[src/rtl/e203_ifu_flush_rcv.sv]
// IFU flush/redirect receiver: drains stale fetch responses after a flush and issues one redirected fetch.
// Optional E203_FLUSH_BYPASS_EN issues the redirect in the ack cycle when nothing is outstanding.
module e203_ifu_flush_rcv #(
    parameter int PC_SIZE  = 32,
    parameter int OUTS_MAX = 2
) (
    input  logic               clk,
    input  logic               rst_n,
    input  logic               flush_req,
    input  logic [PC_SIZE-1:0] flush_add_op1,
    input  logic [PC_SIZE-1:0] flush_add_op2,
    output logic               flush_ack,
    input  logic               seq_req_valid,
    input  logic [PC_SIZE-1:0] seq_req_pc,
    output logic               seq_req_ready,
    output logic               ifu_req_valid,
    output logic [PC_SIZE-1:0] ifu_req_pc,
    input  logic               ifu_req_ready,
    input  logic               ifu_rsp_valid,
    output logic               ifu_rsp_ready,
    output logic               o_rsp_valid,
    input  logic               o_rsp_ready,
    output logic               redir_ena,
    output logic [PC_SIZE-1:0] redir_pc
);

    localparam int CW = $clog2(OUTS_MAX + 1);
    localparam logic [CW-1:0] CNT_MAX = CW'(OUTS_MAX);

    typedef enum logic [1:0] {
        IDLE  = 2'd0,
        DRAIN = 2'd1,
        REDIR = 2'd2
    } state_t;

    state_t             state_q, state_d;
    logic [CW-1:0]      cnt_q, cnt_d;
    logic [PC_SIZE-1:0] tgt_q, tgt_d;

    logic [PC_SIZE-1:0] flush_pc;
    logic               cnt_full;
    logic               cnt_zero;
    logic               req_hs;
    logic               rsp_hs;

    assign flush_pc = flush_add_op1 + flush_add_op2;
    assign cnt_full = (cnt_q == CNT_MAX);
    assign cnt_zero = (cnt_q == '0);

    always_ff @(posedge clk or negedge rst_n) begin
        if (!rst_n) begin
            state_q <= IDLE;
            cnt_q   <= '0;
            tgt_q   <= '0;
        end else begin
            state_q <= state_d;
            cnt_q   <= cnt_d;
            tgt_q   <= tgt_d;
        end
    end

    always_comb begin
        flush_ack     = flush_req;
        seq_req_ready = 1'b0;
        ifu_req_valid = 1'b0;
        ifu_req_pc    = seq_req_pc;
        ifu_rsp_ready = 1'b0;
        o_rsp_valid   = 1'b0;
        redir_ena     = 1'b0;
        redir_pc      = tgt_q;
        state_d       = state_q;
        tgt_d         = tgt_q;
        cnt_d         = cnt_q;

        case (state_q)
            IDLE: begin
                ifu_req_valid = seq_req_valid & ~flush_req & ~cnt_full;
                seq_req_ready = ifu_req_ready & ~flush_req & ~cnt_full;
                o_rsp_valid   = ifu_rsp_valid;
                ifu_rsp_ready = o_rsp_ready;
`ifdef E203_FLUSH_BYPASS_EN
                if (flush_req && cnt_zero) begin
                    ifu_req_valid = 1'b1;
                    ifu_req_pc    = flush_pc;
                    redir_ena     = ifu_req_ready;
                    redir_pc      = flush_pc;
                end
`endif
            end
            DRAIN: begin
                ifu_rsp_ready = 1'b1;
            end
            REDIR: begin
                // A same-cycle flush wins over the pending redirect request.
                ifu_req_valid = ~flush_req;
                ifu_req_pc    = tgt_q;
                redir_ena     = ~flush_req & ifu_req_ready;
            end
            default: ;
        endcase

        req_hs = ifu_req_valid & ifu_req_ready;
        rsp_hs = ifu_rsp_valid & ifu_rsp_ready;
        if (req_hs && !rsp_hs) begin
            cnt_d = cnt_q + CW'(1);
        end else if (!req_hs && rsp_hs) begin
            cnt_d = cnt_q - CW'(1);
        end

        if (flush_req) begin
            tgt_d   = flush_pc;
            state_d = (cnt_d != '0) ? DRAIN : REDIR;
            if (state_q == IDLE && redir_ena) begin
                state_d = IDLE;
            end
        end else begin
            case (state_q)
                DRAIN:   if (cnt_d == '0) state_d = REDIR;
                REDIR:   if (redir_ena)   state_d = IDLE;
                IDLE:    state_d = IDLE;
                default: state_d = IDLE;
            endcase
        end
    end

    logic unused_ok;
    assign unused_ok = cnt_zero;

endmodule
[config.mk]
export PLATFORM = sky130hd
export DESIGN_NAME = e203_ifu_flush_rcv
export DESIGN_NICKNAME = d
export VERILOG_FILES = /design/src/rtl/e203_ifu_flush_rcv.sv
export SDC_FILE = /design/constraint.sdc
export NUM_CORES = 1
export LEC_CHECK = 0
export ABC_AREA = 0
export CAP_MARGIN = 20
export CELL_PAD_IN_SITES_DETAIL_PLACEMENT = 1
export CELL_PAD_IN_SITES_GLOBAL_PLACEMENT = 2
export CORE_AREA = 2 2 108 152
export DETAILED_ROUTE_END_ITERATION = 6
export DIE_AREA = 0 0 110 154
export GPL_ROUTABILITY_DRIVEN = 0
export MAX_ROUTING_LAYER = met4
export PLACE_DENSITY_LB_ADDON = 0.1
export SETUP_SLACK_MARGIN = 0.2
export SLEW_MARGIN = 0
export SYNTH_ARGS = -nofsm -noshare
export SYNTH_HDL_FRONTEND = slang
export SYNTH_SLANG_ARGS = --single-unit
[constraint.sdc]
create_clock -name clk -period 2.6 [get_ports clk]
set_input_delay 0.52 -clock clk [delete_from_list [all_inputs] [get_ports clk]]
set_output_delay 0.52 -clock clk [all_outputs]
set_load 0.05 [all_outputs]
# After elaboration in Yosys (flattened, before gate mapping)
# Index checks and enable logic that the tools add are counted.
# word_totals
wordCells	42
ff_bits	36
out_inout_bits	70
# classes
n_eq_ne	5
n_bitwise	8
n_reduce_logical	9
mux	14
add_sub_neg	3
# op_table
op	count
adder 32 bit	1
two-way mux 32 bit	1
two-way mux 2 bit	7
AND 1 bit	6
inequality test 3 bit (second input constant)	2
== test 2 bit (second input constant)	2
zero test 2 bit	2
case mux 1 bit (2 select lines)	2
case mux 2 bit (2 select lines)	1
logical AND 1 bit	3
two-way mux 1 bit	3
adder 2 x 1 -> 2 bit (second input constant)	1
== test 2 x 1 -> 1 bit (second input constant)	1
zero test 1 bit	2
inverter 1 bit	2
AND reduction 2 bit	1
nonzero test 2 bit	1
subtractor 2 x 1 -> 2 bit (second input constant)	1

# Longest topological paths before layout
# depth
word_depth	13
mapped_depth	9

# Least setup slack after synthesis
# No wires, ideal clock.
# synth_timing
kind	input to output
start	input port flush_req
end	output port seq_req_ready
arrival_ns	2.879
stages	6
n_path_buf	3
setup_slack_ns	-0.799
cell_sequence	clkbuf_1 > inv_1 > clkbuf_1 > clkbuf_1 > nand2_1 > nor4_1
# synth_between
elab_chain_len	4
# synth_rtl
element	line_no	text
start, declared	9	input logic flush_req,
inverter 1 bit	78	seq_req_ready = ifu_req_ready & ~flush_req & ~cnt_full;
AND 1 bit (2 in a row)	78	
two-way mux 1 bit	75	case (state_q)
end, declared	15	output logic seq_req_ready,
# Every way passes these cells.

# Final worst setup path
# layout_timing
start	input port flush_add_op2[0]
end	register tgt_q[27] (netlist: redir_pc[27])
# layout_between
elab_chain_len	1
# layout_rtl
element	line_no	text
start, declared	11	input logic [PC_SIZE-1:0] flush_add_op2,
adder 32 bit	46	assign flush_pc = flush_add_op1 + flush_add_op2;
end signal, assigned	58	tgt_q <= tgt_d;
end, declared	38	logic [PC_SIZE-1:0] tgt_q, tgt_d;
# Every way passes these cells.
# A chain may end at the register's enable or synchronous reset.

==> impl_metrics.yaml <==
grt:
  grt_usage: 0.176
  grt_max_degree: 36
  antenna_found_initial: 0
  grt_pass1_vias: 4485
  overflow: 0
  grt_pass1_wl_um: 22700
setup_path:
  crit_fanout: 5
  crit_arrival_ns: 2.73
  crit_required_ns: 2.77
  crit_start: "flush_add_op2[0]"
  end_kind: "flip-flop"
  r2r_cells: 9
  crit_end: "redir_pc[27]"
  start_kind: "input port"
  timing.rr.end: "state_q[1]"
  reg2reg_from: "cnt_q[0]"
  reg2reg_setup_slack_ns: 0.63
  critical_path_class: "input port to flip-flop"
power:
  power_leakage_uw: 0.00298
  powerDensity_nw_per_um2: 655
  max-vdd-ir-drop_mv: 0.308
cells_and_area:
  multi_input_area_sq_um: 3170
  area_delta_synth_final_pct: 96.0
  diodes: 0
  fin_nets: 779
  regArea_sq_um: 902
  final_layout_size_suffix_gt1_frac: 0.469
  n_fill_cell: 1753
  finalNonFillerCells: 840
timing:
  rsz0062_at_grt: "yes"
  final_hold_viol_count: 0
  skew_ns: 0.000659
  slew_headroom: 0.628
  drv_slew: 0
  fin_ws_ns: 0.0390
  tightest_slew_ns: 0.556
  finalCritPeriodShare: 0.985
  fmax_ghz: 0.390
  min_period_ns: 2.56
  finalSetupViolCount: 0
floorplan:
  initial_core_util: 0.227
  fp.dieW_um: 110
  core_area_sq_um: 15500
  die_area_sq_um: 16900
  ios: 173
  rows: 54
  die_h_um: 154
synth:
  synth_cell_types: 58
  synth_edf_count: 0
  yosys_warnings: 0
  synth_common_cells: "mux2_2 (47), dfrtp_1 (36), ha_1 (32)"
  syn_avg_cell_area_sq_um: 9.22
  syn_area_sq_um: 3510
  yosysTopAreaCell: "dfrtp_1"
  synthFlopType: "dfrtp_1"
  ys_ff_latch: 36
  async_flop_share: 1.00
  synth_nets: 517
  yosysMostFrequentCell: "mux2_2"
  yosysSeqAreaShare: 0.256
  synth.top_cell.area_share: 0.256
  netlist_instances: 381
  synthTopCellsByArea: "dfrtp_1 (26%), mux2_2 (15%), ha_1 (11%), a21oi_1 (4.1%), xnor2_1 (3.5%)"
clocking:
  htree_num_levels: 2
  clk_pin_slew_ns: 0.06
  clock_latency_ns: 0.28
  clk_path_buf_depth: 2
  cts.sinks: 36
  ctsHoldBuffers: 0
  cts_tree: "done"
  cts_buffers: 5
  cts-root-buf: "clkbuf_16"
placed_design:
  dp_hpwl_um: 11700
  post-place-ws_ns: -0.831
  post-place-cells: 814
  port_buffers: 172
detailed_routing:
  via_per_inst: 4.82
  wirelength_um: 14700
  drc: 0
  ant_nets: 0
  wl_per_cell_um: 17.5
  drt_iter0_drc: 66
  num_vias: 4049
  first_pass_iters: 4
job:
  drv_cap: 0
min_path:
  hold_class: "input port to asynchronous set/reset pin"
run_status:
  outcome: "completed"
-- kinds of logic after synthesis --
| group | Yosys count | synth area share |
|---|---|---|
| AO/OA/AOI/OAI | 115 | 0.243 |
| AND/OR/NAND/NOR | 100 | 0.141 |
| multiplexers | 49 | 0.156 |
| flip-flops | 36 | 0.256 |
| adder cells (fa/ha/maj) | 33 | 0.120 |
| buffers and inverters | 26 | 0.0292 |
| XOR/XNOR | 22 | 0.0548 |
-- flip-flops by register name, indices dropped and copies added (netlist names) --
signal,cells
redir_pc,32
cnt_q,2
state_q,2
-- cell type report --
type | count | share of cell area
Sequential cell | 36 | 0.131
Multi-Input combinational cell | 319 | 0.461
Timing Repair Buffer | 273 | 0.345
Tap cell | 196 | 0.0356
Inverter | 8 | 0.00436
Clock inverter | 2 | 0.00509
Clock buffer | 6 | 0.0187
-- where the power goes --
group | switching [uW] | internal (uW)
combinational | 1690 | 1250
clock | 255 | 452
sequential | 157 | 706
total | 2100 | 2410
-- how the worst min path moves through the flow --
stage	slack [ns]	end	start	cells past startpoint
final	0.17	redir_pc[0]	rst_n	1
after global routing	0.19	redir_pc[0]	rst_n	1
after CTS	0.18	redir_pc[4]	rst_n	1
after detailed placement	0.49	redir_pc[4]	rst_n	1
after global placement	0.48	redir_pc[0]	rst_n	1
after floorplan	0.22	cnt_q[0]	rst_n	0
-- repair_timing --
action | in CTS | in global routing
gates resized for setup | 172 | 28
pin swaps | 57 | 25
endpoints found under the setup margin | 26 | 35
buffers inserted | 16 | 2
-- cells in the final DEF (no fill, tap or decap), drive strengths merged, types with 4 or more instances in the layout --
cell type / synthesis / final
nand2: 27 / 27
xnor2: 14 / 14
a21o: 15 / 15
ha: 32 / 32
nor2b: 7 / 7
a21oi: 29 / 29
nor2: 22 / 22
xor2: 8 / 8
clkbuf: 13 / 6
dlygate4sd2: 0 / 22
a211oi: 5 / 5
dlymetal6s2s: 0 / 4
o31ai: 4 / 4
nand3: 10 / 10
or4: 4 / 4
o211ai: 5 / 5
dfrtp: 36 / 36
nor3: 5 / 5
mux2: 47 / 47
o21a: 4 / 4
inv: 8 / 8
and3: 5 / 5
clkdlybuf4s50: 0 / 83
buf: 5 / 161
nand2b: 4 / 4
o21ai: 17 / 17
a31oi: 7 / 7
-- stage by stage --
stage	power, uW	util	hold WS, ns	setup TNS, ns	instance area [sq um]
2_1_floorplan	2570	-	0.224	0	3720
3_3_place_gp	3610	0.400	0.483	-11.17	6180
3_5_place_dp	3660	0.400	0.489	-12.19	6180
4_1_cts	4520	0.435	0.176	-0.0619	6730
5_1_grt	4760	0.445	0.190	-0.0315	6890
6_report	4510	0.445	0.166	0	6890
-- worst max-delay path: stages --
cell	delay (ns)
buf_6	0.10
ha_4	0.16
buf_6	0.11
buf_6	0.10
a211o_4	0.33
a211oi_4	0.30
o311a_4	0.23
o41ai_4	0.08
buf_4	0.17
a31oi_4	0.27
xnor2_2	0.11
mux2_4	0.26
-- metal layers --
layer | part of all wire | global-route usage | vias up
li1 | - | - | 1958
met1 | 0.37 | 0.182 | 1973
met2 | 0.57 | 0.342 | 108
met3 | 0.041 | 0.0187 | 10
met4 | 0.014 | 0.0422 | 0
met5 | 0 | - | -
Note: power is estimated with default switching activity, not from simulation.
